--- src/rtl/pwrseq_step_ctrl.sv ---
`default_nettype none
// ============================================================================
// pwrseq_step_ctrl - per-stage power sequencing controller (gate, pgood
// timeout, check-live delay, power-off delay, fault capture). Rev 1.0
// ============================================================================
module pwrseq_step_ctrl #(
  parameter int PGD_TIMEOUT_US = 10000,
  parameter int CHKLIVE_DLY_US = 1000,
  parameter int OFF_DLY_US     = 500,
  parameter int CNT_W          = 16
) (
  input  logic       clk,
  input  logic       reset,
  input  logic       t1us,
  input  logic       pwr_on_req,
  input  logic       pwr_off_req,
  input  logic       sm_critical_fail,
  input  logic       pgd_so_far,
  input  logic       mod_fault,
  output logic       gate_en,
  output logic       chklive_en,
  output logic       chklive_dis,
  output logic       pwrdis_en,
  output logic       fault_clear,
  output logic       on_done,
  output logic       off_done,
  output logic       step_fault,
  output logic [1:0] fail_code,
  output logic [2:0] state
);

  typedef enum logic [2:0] {
    IDLE     = 3'd0,
    WAIT_PGD = 3'd1,
    CHK_DLY  = 3'd2,
    ON       = 3'd3,
    OFF_DIS  = 3'd4,
    OFF_WAIT = 3'd5,
    FAULT    = 3'd6
  } state_t;

  localparam logic [CNT_W-1:0] PGD_LAST = CNT_W'(PGD_TIMEOUT_US - 1);
  localparam logic [CNT_W-1:0] CHK_LAST = CNT_W'(CHKLIVE_DLY_US - 1);
  localparam logic [CNT_W-1:0] OFF_LAST = CNT_W'(OFF_DLY_US - 1);

  state_t           cur_st;
  state_t           nxt_st;
  logic [CNT_W-1:0] cnt;
  logic [1:0]       nxt_code;
  logic             nxt_clear;
  logic             nxt_off_done;
  logic             tick_count;
  logic             pgd_exp;
  logic             chk_exp;
  logic             off_exp;

  assign pgd_exp    = t1us && (cnt == PGD_LAST);
  assign chk_exp    = t1us && (cnt == CHK_LAST);
  assign off_exp    = t1us && (cnt == OFF_LAST);
  assign tick_count = t1us && ((cur_st == WAIT_PGD) || (cur_st == CHK_DLY) ||
                               (cur_st == OFF_WAIT));

  always_comb begin
    nxt_st       = cur_st;
    nxt_code     = fail_code;
    nxt_clear    = 1'b0;
    nxt_off_done = 1'b0;
    case (cur_st)
      IDLE: begin
        if (pwr_on_req && !pwr_off_req) begin
          nxt_st    = WAIT_PGD;
          nxt_clear = 1'b1;
          nxt_code  = 2'd0;
        end
      end
      WAIT_PGD: begin
        if (sm_critical_fail) begin
          nxt_st   = FAULT;
          nxt_code = 2'd0;
        end else if (pwr_off_req) begin
          nxt_st = OFF_DIS;
        end else if (pgd_so_far) begin
          nxt_st = CHK_DLY;
        end else if (pgd_exp) begin
          nxt_st   = FAULT;
          nxt_code = 2'd1;
        end
      end
      CHK_DLY: begin
        if (sm_critical_fail) begin
          nxt_st   = FAULT;
          nxt_code = 2'd0;
        end else if (pwr_off_req) begin
          nxt_st = OFF_DIS;
        end else if (!pgd_so_far) begin
          nxt_st   = FAULT;
          nxt_code = 2'd2;
        end else if (chk_exp) begin
          nxt_st = ON;
        end
      end
      ON: begin
        if (sm_critical_fail) begin
          nxt_st   = FAULT;
          nxt_code = 2'd0;
        end else if (mod_fault) begin
          nxt_st   = FAULT;
          nxt_code = 2'd3;
        end else if (pwr_off_req) begin
          nxt_st = OFF_DIS;
        end
      end
      OFF_DIS: nxt_st = OFF_WAIT;
      OFF_WAIT: begin
        if (off_exp) begin
          nxt_st       = IDLE;
          nxt_off_done = 1'b1;
        end
      end
      FAULT: begin
        if (pwr_off_req) nxt_st = OFF_WAIT;
      end
      default: nxt_st = IDLE;
    endcase
  end

  // Outputs are decoded from the next state so they move with the state register.
  always_ff @(posedge clk or posedge reset) begin
    if (reset) begin
      cur_st      <= IDLE;
      cnt         <= '0;
      gate_en     <= 1'b0;
      chklive_en  <= 1'b0;
      chklive_dis <= 1'b1;
      pwrdis_en   <= 1'b0;
      fault_clear <= 1'b0;
      on_done     <= 1'b0;
      off_done    <= 1'b0;
      step_fault  <= 1'b0;
      fail_code   <= 2'd0;
    end else begin
      cur_st <= nxt_st;
      if (nxt_st != cur_st) begin
        cnt <= '0;
      end else if (tick_count) begin
        cnt <= cnt + CNT_W'(1);
      end
      gate_en     <= (nxt_st == WAIT_PGD) || (nxt_st == CHK_DLY) ||
                     (nxt_st == ON) || (nxt_st == OFF_DIS);
      chklive_en  <= (nxt_st == ON);
      chklive_dis <= (nxt_st == IDLE) || (nxt_st == OFF_DIS) ||
                     (nxt_st == OFF_WAIT) || (nxt_st == FAULT);
      pwrdis_en   <= (nxt_st == ON) || (nxt_st == FAULT);
      fault_clear <= nxt_clear;
      on_done     <= (nxt_st == ON);
      off_done    <= nxt_off_done;
      step_fault  <= (nxt_st == FAULT);
      fail_code   <= nxt_code;
    end
  end

  assign state = cur_st;

endmodule
`default_nettype wire

--- config.mk ---
export PLATFORM = sky130hd
export DESIGN_NAME = pwrseq_step_ctrl
export DESIGN_NICKNAME = d
export VERILOG_FILES = /design/src/rtl/pwrseq_step_ctrl.sv
export SDC_FILE = /design/constraint.sdc
export NUM_CORES = 1
export LEC_CHECK = 0
export BUFFER_PORTS_ARGS = -buffer_cell sky130_fd_sc_hd__buf_2
export CAP_MARGIN = 30
export CORE_ASPECT_RATIO = 2
export CORE_MARGIN = 2
export CORE_UTILIZATION = 54
export CTS_BUF_LIST = sky130_fd_sc_hd__clkbuf_4 sky130_fd_sc_hd__clkbuf_8
export CTS_CLUSTER_DIAMETER = 120
export CTS_CLUSTER_SIZE = 40
export DETAILED_ROUTE_END_ITERATION = 10
export PLACE_DENSITY_LB_ADDON = 0.05
export SETUP_SLACK_MARGIN = 0.02
export SYNTH_ARGS = -nofsm -noshare
export SYNTH_HDL_FRONTEND = slang
export SYNTH_SLANG_ARGS = --single-unit
export TNS_END_PERCENT = 30
--- constraint.sdc ---
create_clock -name clk -period 2.7 [get_ports clk]
set_input_delay 0.27 -clock clk [delete_from_list [all_inputs] [get_ports clk]]
set_output_delay 0.27 -clock clk [all_outputs]
set_load 0.01 [all_outputs]
==> impl_metrics.env, run 1 <==
export IMPL_clk_pin_slew_ns=0.10
export IMPL_violations="negative hold slack"
export IMPL_tritoncts="done"
export IMPL_post_place_cells=251
export IMPL_mostFrequentLayoutCell="dfrtp_1"
export IMPL_power_mw=2.16
export IMPL_postRouteAntennaNets=0
export IMPL_avgSynthCellArea_um2=9.05
export IMPL_layout_common_cells="dfrtp_1 (27), nor2_1 (23), buf_2 (20), nand2_1 (19), inv_1 (14)"
export IMPL_syn_inst=200
export IMPL_power_density_nw_per_um2=1010
export IMPL_dp_worst_setup_slack_ns=-0.0569
export IMPL_die_w_um=44.9
export IMPL_endpoint_kind="flop"
export IMPL_wl_per_cell_um=18.2
export IMPL_criticalPathCategory="reg -> reg"
export IMPL_tightest_slew_ns=0.542
export IMPL_area_growth_pct=18.1
export IMPL_hold_violations=9
export IMPL_initial_core_util=0.567
export IMPL_post_route_period_util=0.951
export IMPL_setup_violations=0
export IMPL_dr_first_iter_drc_count=52
export IMPL_port_buffers=20
export IMPL_max_clock_freq_mhz=389
export IMPL_grt_max_degree=19
export IMPL_placed_area_um2=2000
export IMPL_core_um2=3190
export IMPL_wl_um=4670
export IMPL_track_usage=0.266
export IMPL_r2r_cells=7
export IMPL_slew_limit_headroom=0.635
export IMPL_num_vias=1635
export IMPL_root_buffer="clkbuf_8"
export IMPL_cp_max_fo=9
export IMPL_synth_area_um2=1810
export IMPL_synth_edf_count=0
export IMPL_postLayoutCoreUtil=0.669
export IMPL_finClkSkew_ns=0.00364
export IMPL_grt_first_pass_wirelength_um=7560
export IMPL_status="finished, violations left"
export IMPL_startpoint_type="flop"
export IMPL_grt_setup_unrepaired="yes"
export IMPL_hold_buffers=0
export IMPL_clkSinkCount=28
export IMPL_post_dp_hpwl_um=3450
export IMPL_seq_area_frac_synth=0.388
export IMPL_power_leakage_nw=0.876
export IMPL_hold_ws_ns=-0.0107
export IMPL_ys_types=43
export IMPL_rows=29
export IMPL_finalCriticalPeriod_ns=2.57
export IMPL_drt_pre_antenna_iters=4
export IMPL_ys_warn_count=0
export IMPL_yosys_most_used_dff="dfrtp_1"
export IMPL_fin_nets=236
export IMPL_grt_pass1_vias=1643
export IMPL_final_cells=257
export IMPL_antenna_found_initial=0
export IMPL_ys_ff_latch=28
export IMPL_vdd_drop_max_v=0.000617
export IMPL_viasPerCell=6.36
export IMPL_htree_levels=1
export IMPL_cts_path_max_buffers=2
export IMPL_drv_slew=0
export IMPL_worstPathArrival_ns=2.75
export IMPL_cap_viol_max_count=0
export IMPL_drc=0
export IMPL_worstPathRequired_ns=2.88
export IMPL_cts_made_buffers=3
export IMPL_async_flop_share=1.00
export IMPL_layout_setup_ws_ns=0.132
export IMPL_overflow=0
export IMPL_die_h_um=85.9
export IMPL_drive_gt1_frac=0.265
export IMPL_antenna_cells=0
export IMPL_die_area_um2=3860
export IMPL_routabilityCongestion=0.952
export IMPL_ios=21
export IMPL_synth_fp_nets=209
export IMPL_clock_latency_ns=0.28
export IMPL_setup_tns_ns=0
export IMPL_final_cell_area_um2=2140
export IMPL_hp_class="in -> async"
## routing by layer
layer | global-route usage | up-vias | part of all wire
met5 | 0 | - | 0
met4 | 0.147 | 0 | 0.042
met3 | 0.0189 | 18 | 0.031
met2 | 0.483 | 51 | 0.59
met1 | 0.282 | 802 | 0.34
li1 | - | 764 | -
## cell usage after synthesis (2+ instances only)
| cell | instances | area share |
|---|---|---|
| nor2b_1 | 2 | 0.0069 |
| dfrtp_1 | 27 | 0.37 |
| nand4_1 | 3 | 0.010 |
| or4_1 | 3 | 0.012 |
| or2_2 | 2 | 0.0069 |
| o21a_1 | 2 | 0.0083 |
| nand2b_1 | 5 | 0.017 |
| nor3_1 | 7 | 0.019 |
| inv_1 | 14 | 0.029 |
| a221oi_1 | 3 | 0.015 |
| nand3_1 | 5 | 0.014 |
| o211a_1 | 2 | 0.011 |
| xnor2_1 | 13 | 0.063 |
| o32ai_1 | 2 | 0.0097 |
| a21oi_1 | 7 | 0.019 |
| nor2_1 | 24 | 0.050 |
| xor2_1 | 3 | 0.015 |
| nor4_2 | 10 | 0.069 |
| nand2_1 | 19 | 0.039 |
| nor3b_1 | 2 | 0.0083 |
| o21ai_0 | 4 | 0.011 |
| clkbuf_1 | 9 | 0.019 |
| a31oi_1 | 2 | 0.0069 |
| nor4_1 | 9 | 0.031 |
| o22ai_1 | 2 | 0.0069 |
| mux2_2 | 2 | 0.012 |
## sequential cells by signal, indices dropped and copies added, names as in the netlist
register,count
fail_code,2
fault_clear,1
gate_en,1
chklive_dis,1
state,3
cnt,16
off_done,1
step_fault,1
pwrdis_en,1
on_done,1
## final timing paths
| kind | startpoint | slack (ns) | to |
|---|---|---|---|
| max in group asynchronous | reset | 2.26 | off_done |
| min reg2reg | fail_code[0] | 0.51 | fail_code[0] |
| min in group clk | pwr_on_req | 0.21 | fault_clear |
| max | cnt[4] | 0.13 | cnt[8] |
| min | reset | -0.01 | step_fault |
| max reg2reg | cnt[4] | 0.13 | cnt[8] |
## cell type report
class / instances / area (µm²)
clock buffer: 3 / 41.3
fill: 274 / 1060
sequential: 28 / 702
timing repair buffer: 32 / 223
clock inverter: 1 / 30.0
tap: 31 / 38.8
multi-input combinational: 148 / 1050
inverter: 14 / 52.6
## worst max-delay path: stages (launching register included)
cell     delay, ns
dfrtp_1       0.46
or4b_4        0.59
nor4_4        0.39
a31o_1        0.24
o211a_1       0.17
nor2_2        0.10
buf_4         0.23
nor4_2        0.29
## kinds of logic (layout without fill, tap and decap cells)
family	Yosys count	in the layout	synth area share
muxes	2	2	0.0124
buffers and inverters	25	50	0.0581
AOI/OAI and AO/OA	31	31	0.131
xor gates and xnor gates	17	18	0.0865
and+or+nand+nor	96	96	0.317
adders and majority gates	1	1	0.00691
DFF	28	28	0.388
## where the power goes
part	switching (mW)	total, mW	internal (mW)
clock	0.134	0.333	0.199
sequential	0.0866	0.584	0.497
combinational	0.732	1.24	0.507
total	0.953	2.16	1.20
## repair_timing
action | 4_1_cts | 5_1_grt
gates cloned | 0 | 1
gates resized for setup | 2 | 2
buffers inserted | 0 | 1
hold endpoints to repair | 0 | 0
endpoints found under the setup margin | 16 | 15
pin swaps | 0 | 2
(Power assumes the default switching activity.)
==> run 2, diff against run 1 <==
CTS_BUF_LIST = sky130_fd_sc_hd__clkbuf_2   (was sky130_fd_sc_hd__clkbuf_4 sky130_fd_sc_hd__clkbuf_8)
==> run 2 against run 1 <==
Net effect:
- the flow now finishes without violations
- sequential power barely moved
- routed wire length fell by 0.77%
- non-clock buffer count rose by 1
- setup slack got worse by 0.015 ns
- clock power fell by 23%
- global-route usage fell by 0.25 points
- cell count rose by 0.39%
- flip-flop and latch count did not move
- critical endpoint unchanged
==> impl_metrics.env, run 2 (synthesized netlist as in run 1, its figures left out) <==
export IMPL_dp_worst_setup_slack_ns=-0.0569
export IMPL_die_area_um2=3860
export IMPL_viasPerCell=6.36
export IMPL_post_route_period_util=0.956
export IMPL_finalCriticalPeriod_ns=2.58
export IMPL_routabilityCongestion=0.952
export IMPL_core_um2=3190
export IMPL_mostFrequentLayoutCell="dfrtp_1"
export IMPL_crit_path_cell_trace="or4b_4 -> nor4_4 -> a31o_1 -> o211a_1 -> nor2_2 -> buf_4 -> nor4_2"
export IMPL_worstHoldStart="pwr_on_req"
export IMPL_antenna_found_initial=0
export IMPL_postLayoutCoreUtil=0.665
export IMPL_wl_per_cell_um=18.0
export IMPL_area_growth_pct=17.3
export IMPL_final_cells=258
export IMPL_clock_latency_ns=0.37
export IMPL_post_place_cells=251
export IMPL_grt_max_degree=19
export IMPL_largest_reg_flops=16
export IMPL_track_usage=0.263
export IMPL_wl_um=4630
export IMPL_layout_common_cells="dfrtp_1 (26), nor2_1 (23), buf_2 (20), nand2_1 (19), inv_1 (14)"
export IMPL_nFillCells=277
export IMPL_overflow=0
export IMPL_die_h_um=85.9
export IMPL_cts_made_buffers=3
export IMPL_clkSinkCount=28
export IMPL_finClkSkew_ns=0.00538
export IMPL_grt_pass1_vias=1651
export IMPL_criticalPathCategory="reg -> reg"
export IMPL_power_density_nw_per_um2=980
export IMPL_post_dp_hpwl_um=3450
export IMPL_tritoncts="done"
export IMPL_drc=0
export IMPL_r2r_start="cnt[4]"
export IMPL_htree_levels=1
export IMPL_vdd_drop_max_v=0.000784
export IMPL_tightest_slew_ns=0.525
export IMPL_max_clock_freq_mhz=387
export IMPL_grt_first_pass_wirelength_um=7580
export IMPL_setup_violations=0
export IMPL_top_register="cnt"
export IMPL_antenna_cells=0
export IMPL_initial_core_util=0.567
export IMPL_port_buffers=20
export IMPL_root_buffer="clkbuf_2"
export IMPL_clk_pin_slew_ns=0.27
export IMPL_layout_setup_ws_ns=0.118
export IMPL_rows=29
export IMPL_status="finished, final reports clean"
export IMPL_cp_max_fo=9
export IMPL_fin_nets=237
export IMPL_worstPathArrival_ns=2.88
export IMPL_ios=21
export IMPL_cp_slowest_cell="or4b_4"
export IMPL_startpoint_type="flop"
export IMPL_hold_ws_ns=0.0759
export IMPL_worstPathRequired_ns=3.00
export IMPL_dr_first_iter_drc_count=63
export IMPL_postRouteAntennaNets=0
export IMPL_hold_violations=0
export IMPL_drv_slew=0
export IMPL_num_vias=1640
export IMPL_crit_path_max_incr_delay_ns=0.57
export IMPL_hp_class="in -> reg"
export IMPL_endpoint_kind="flop"
export IMPL_r2r_end="cnt[8]"
export IMPL_drt_pre_antenna_iters=5
export IMPL_min_to="fault_clear"
export IMPL_cts_path_max_buffers=2
export IMPL_hold_depth=3
export IMPL_cap_viol_max_count=0
export IMPL_power_leakage_nw=0.869
export IMPL_die_w_um=44.9
export IMPL_r2r_cells=7
export IMPL_drive_gt1_frac=0.269
export IMPL_reg2reg_slack_ns=0.12
export IMPL_grt_setup_unrepaired="yes"
export IMPL_slew_limit_headroom=0.647
[run 2: stage by stage]
stage                     TNS, ns  power, mW  area, µm²
after global routing            0       2.22       2120
after CTS                       0       1.91       2070
final                           0       2.08       2120
after floorplan                 0       1.35       1810
after global placement          0       1.57       1970
after detailed placement   -0.442       1.62       2000
[run 2: worst max-delay path by stage]
stage	slack, ns	startpoint	endpoint	cells past startpoint
after floorplan	0.16	cnt[0]	cnt[10]	8
after global routing	0.006	cnt[4]	cnt[8]	7
after CTS	0.05	cnt[4]	cnt[3]	6
after global placement	0.07	cnt[0]	cnt[4]	8
final	0.12	cnt[4]	cnt[8]	7
after detailed placement	-0.06	cnt[0]	cnt[3]	8
[run 2: what timing repair did]
item / in CTS / in global routing
gates cloned: 0 / 1
hold endpoints to repair: 9 / 0
setup buffers: 0 / 1
pin swaps: 0 / 2
hold buffers: 1 / 0
endpoints found under the setup margin: 16 / 16
gates resized for setup: 2 / 3
[run 2: final cells by class]
type | instances | area, µm² | area share
repair buffers | 33 | 233 | 0.110
flip-flops and latches | 28 | 703 | 0.331
well taps | 31 | 38.8 | 0.0183
inverters | 14 | 52.6 | 0.0248
clock inverters | 1 | 30.0 | 0.0142
multi-input cells | 148 | 1050 | 0.495
clock buffers | 3 | 15.0 | 0.00708
[run 2: routing by layer]
layer | up-vias | track usage | share of wire
li1 | 768 | - | -
met1 | 795 | 0.288 | 0.34
met2 | 63 | 0.488 | 0.60
met3 | 14 | 0.0126 | 0.039
met4 | 0 | 0.118 | 0.028
met5 | - | 0 | 0
[run 2: critical path: cells and delay by family, from the launching register on]
kind                   cells  cell delay [ns]
AOI/OAI and AO/OA          2             0.41
buffers and inverters      1             0.23
DFF                        1             0.52
and+or+nand+nor            4             1.34
[run 2: power breakdown]
group | switching, mW | total (mW) | leakage, nW | internal (mW)
Combinational | 0.730 | 1.24 | 0.468 | 0.508
Clock | 0.129 | 0.256 | 0.0266 | 0.127
Sequential | 0.0875 | 0.584 | 0.375 | 0.497
==> run 3, diff against run 2 <==
ABC_AREA = 1   (was default)
SETUP_SLACK_MARGIN = 0.05   (was 0.02)
==> run 3 against run 2 <==
Net effect:
- the run now ends with negative hold slack left
- fmax rose by 25%
- hold slack worse by 0.091 ns
- routed wire length fell by 17%
- global-route usage is 2.2 points lower
- cell count increased by 4.7%
- setup slack better by 0.51 ns
- non-clock buffer count fell by 12
- register-to-register slack gained 0.51 ns
- sequential power fell by 2%
- highest routed layer unchanged
- final area decreased by 11%
==> impl_metrics.env, run 3 <==
export IMPL_status="finished, violations left"
export IMPL_violations="negative hold slack"
export IMPL_slew_limit_headroom=0.479
export IMPL_netSwitchingFraction=0.466
export IMPL_ys_types=31
export IMPL_r2r_end="cnt[14]"
export IMPL_worstPathRequired_ns=3.02
export IMPL_synth_top_area_cell="dfrtp_1"
export IMPL_yosys_most_used_dff="dfrtp_1"
export IMPL_synth_top_cells_by_count="nand2_1 (48), nor2_1 (31), dfrtp_1 (27)"
export IMPL_mostFrequentLayoutCell="nand2_1"
export IMPL_cp_max_fo=16
export IMPL_viasPerCell=5.46
export IMPL_hold_buffers=0
export IMPL_hp_class="in -> async"
export IMPL_ys_ff_latch=28
export IMPL_hold_ws_ns=-0.0155
export IMPL_post_dp_hpwl_um=3120
export IMPL_port_buffers=20
export IMPL_post_cts_buffers=0
export IMPL_antenna_found_initial=0
export IMPL_synth_top_area_frac=0.392
export IMPL_pwr_share_comb=0.491
export IMPL_num_vias=1473
export IMPL_cp_top_family="simple AND/OR/NAND/NOR gates"
export IMPL_pwr_share_clk=0.157
export IMPL_wl_um=3850
export IMPL_async_flop_share=1.00
export IMPL_synth_fp_nets=227
export IMPL_synth_edf_count=0
export IMPL_seq_power_share=0.352
export IMPL_endpoint_kind="flop"
export IMPL_setup_tns_ns=0
export IMPL_area_growth_pct=8.85
export IMPL_root_buffer="clkbuf_2"
export IMPL_postRouteAntennaNets=0
export IMPL_routabilityCongestion=0.896
export IMPL_ios=21
export IMPL_criticalPathCategory="reg -> reg"
export IMPL_avgSynthCellArea_um2=7.91
export IMPL_reg2reg_slack_ns=0.63
export IMPL_die_area_um2=3690
export IMPL_setup_violations=0
export IMPL_initial_core_util=0.553
export IMPL_die_w_um=44.0
export IMPL_power_density_nw_per_um2=866
export IMPL_cts_resized_gates=0
export IMPL_finalCriticalPeriod_ns=2.07
export IMPL_track_usage=0.241
export IMPL_clk_pin_slew_ns=0.27
export IMPL_p_int_mw=0.868
export IMPL_worstPathArrival_ns=2.39
export IMPL_endpoint="cnt[14]"
export IMPL_cpMostUsedCell="nand2_1"
export IMPL_crit_start="cnt[0]"
export IMPL_max_clock_freq_mhz=482
export IMPL_crit_path_max_incr_delay_ns=0.45
export IMPL_grt_max_degree=21
export IMPL_rows=29
export IMPL_grt_pass1_vias=1603
export IMPL_r2r_start="cnt[0]"
export IMPL_largest_reg_flops=16
export IMPL_power_leakage_nw=0.889
export IMPL_synth_area_um2=1730
export IMPL_drive_gt1_frac=0.251
export IMPL_grt_setup_unrepaired="no"
export IMPL_htree_levels=1
export IMPL_dr_first_iter_drc_count=31
export IMPL_seq_area_frac_synth=0.407
export IMPL_nFillCells=301
export IMPL_r2r_cells=13
export IMPL_drt_pre_antenna_iters=4
export IMPL_layout_common_cells="nand2_1 (48), nor2_1 (31), dfrtp_1 (27), inv_1 (20), buf_2 (20)"
export IMPL_crit_path_cell_trace="ha_1 -> nand2_1 -> nor2_1 -> nand3_2 -> nand2_1 -> nand2_1 -> nand2_1 -> nand2_1 -> nand2_2 -> nand2_1 -> nand2_2 -> nand3_4 -> nor2_2"
export IMPL_tritoncts="done"
export IMPL_syn_inst=218
export IMPL_clock_latency_ns=0.37
export IMPL_wl_per_cell_um=14.3
export IMPL_cts_made_buffers=3
export IMPL_synthMostInstantiatedCell="nand2_1"
export IMPL_fin_nets=249
export IMPL_antenna_cells=0
export IMPL_yosys_top_cells_area="dfrtp_1 (39%), nand2_1 (10%), xor2_1 (7.1%)"
export IMPL_vdd_drop_max_v=0.00103
export IMPL_tightest_slew_ns=0.781
export IMPL_overflow=0
export IMPL_grt_first_pass_wirelength_um=6800
export IMPL_post_route_period_util=0.768
export IMPL_startpoint_type="flop"
export IMPL_die_h_um=83.9
export IMPL_crit_buf_inv=0
export IMPL_path_depth=13
export IMPL_clkSinkCount=28
export IMPL_hold_violations=19
export IMPL_cp_slowest_cell="dfrtp_1"
export IMPL_cts_path_max_buffers=2
export IMPL_drv_slew=0
export IMPL_p_switching_mw=0.759
export IMPL_finClkSkew_ns=0.0106
export IMPL_cap_viol_max_count=0
export IMPL_ys_warn_count=0
export IMPL_drc=0
export IMPL_top_register="cnt"
export IMPL_core_um2=3120
## run 3: cell types whose count changed in the layout (fill, tap and decap cells not counted), sizes merged, moves of 3 or more
cell,delta
nor2,+20
xor2,+11
a21oi,-3
nor4,-18
xnor2,-15
a221oi,-3
nand2b,-5
buf,-11
or4,-3
inv,+12
nand2,+36
nand3,+14
## run 3: worst min-delay path by stage
stage                     start        to  slack, ns  cells past startpoint
after floorplan           reset    cnt[0]       0.33                      1
after detailed placement  reset   cnt[13]       0.47                      2
after global placement    reset    cnt[9]       0.43                      2
final                     reset  off_done      -0.02                      2
after global routing      reset   cnt[13]       0.02                      2
after CTS                 reset   cnt[13]       0.01                      2
## run 3: per-stage QoR
step            util  power (mW)  cell area [µm²]  cells  setup slack [ns]
6_report       0.602        1.63             1880    270             0.627
5_1_grt        0.602        1.77             1880    270             0.419
4_1_cts        0.602        1.65             1880    270             0.614
3_5_place_dp   0.587        1.39             1830    266             0.660
3_3_place_gp   0.587        1.37             1830    266             0.706
2_1_floorplan      -        1.25             1730    218             0.938
## run 3: logic make-up (layout without fill, tap and decap cells)
| group | count (synthesis) | in the layout | synth area share |
|---|---|---|---|
| AND/OR/NAND/NOR | 132 | 132 | 0.383 |
| XOR/XNOR | 14 | 14 | 0.0711 |
| AO/OA/AOI/OAI | 13 | 13 | 0.0529 |
| adder cells (fa/ha/maj) | 1 | 1 | 0.00725 |
| flip-flops | 28 | 28 | 0.407 |
| buffers and inverters | 30 | 51 | 0.0790 |
## run 3: layout make-up
type	instances	area, µm²	area share
multi-input combinational	160	887	0.472
timing repair buffer	21	108	0.0573
clock inverter	1	30.0	0.0160
tap	31	38.8	0.0207
sequential	28	702	0.374
clock buffer	3	15.0	0.00799
inverter	26	97.6	0.0520
## run 3: power by group through the flow
stage	sequential (mW)	clock, mW	combinational (mW)
finish	0.573	0.255	0.798
global route	0.583	0.276	0.908
CTS	0.573	0.262	0.813
detailed placement	0.580	0	0.813
global placement	0.577	0	0.797
floorplan	0.600	0	0.647
## run 3: worst reg2reg max path, stage by stage (launching register included)
cell,delay (ns)
dfrtp_1,0.45
ha_1,0.22
nand2_1,0.09
nor2_1,0.18
nand3_2,0.13
nand2_1,0.07
nand2_1,0.05
nand2_1,0.05
nand2_1,0.08
nand2_2,0.10
nand2_1,0.07
nand2_2,0.09
nand3_4,0.26
nor2_2,0.18
## run 3: routing by layer
| metal | vias up | GRT usage | routed length, µm |
|---|---|---|---|
| li1 | 732 | - | - |
| met1 | 701 | 0.249 | 1380 |
| met2 | 27 | 0.445 | 2280 |
| met3 | 13 | 0.0152 | 66 |
| met4 | 0 | 0.132 | 118 |
| met5 | - | 0 | 0 |
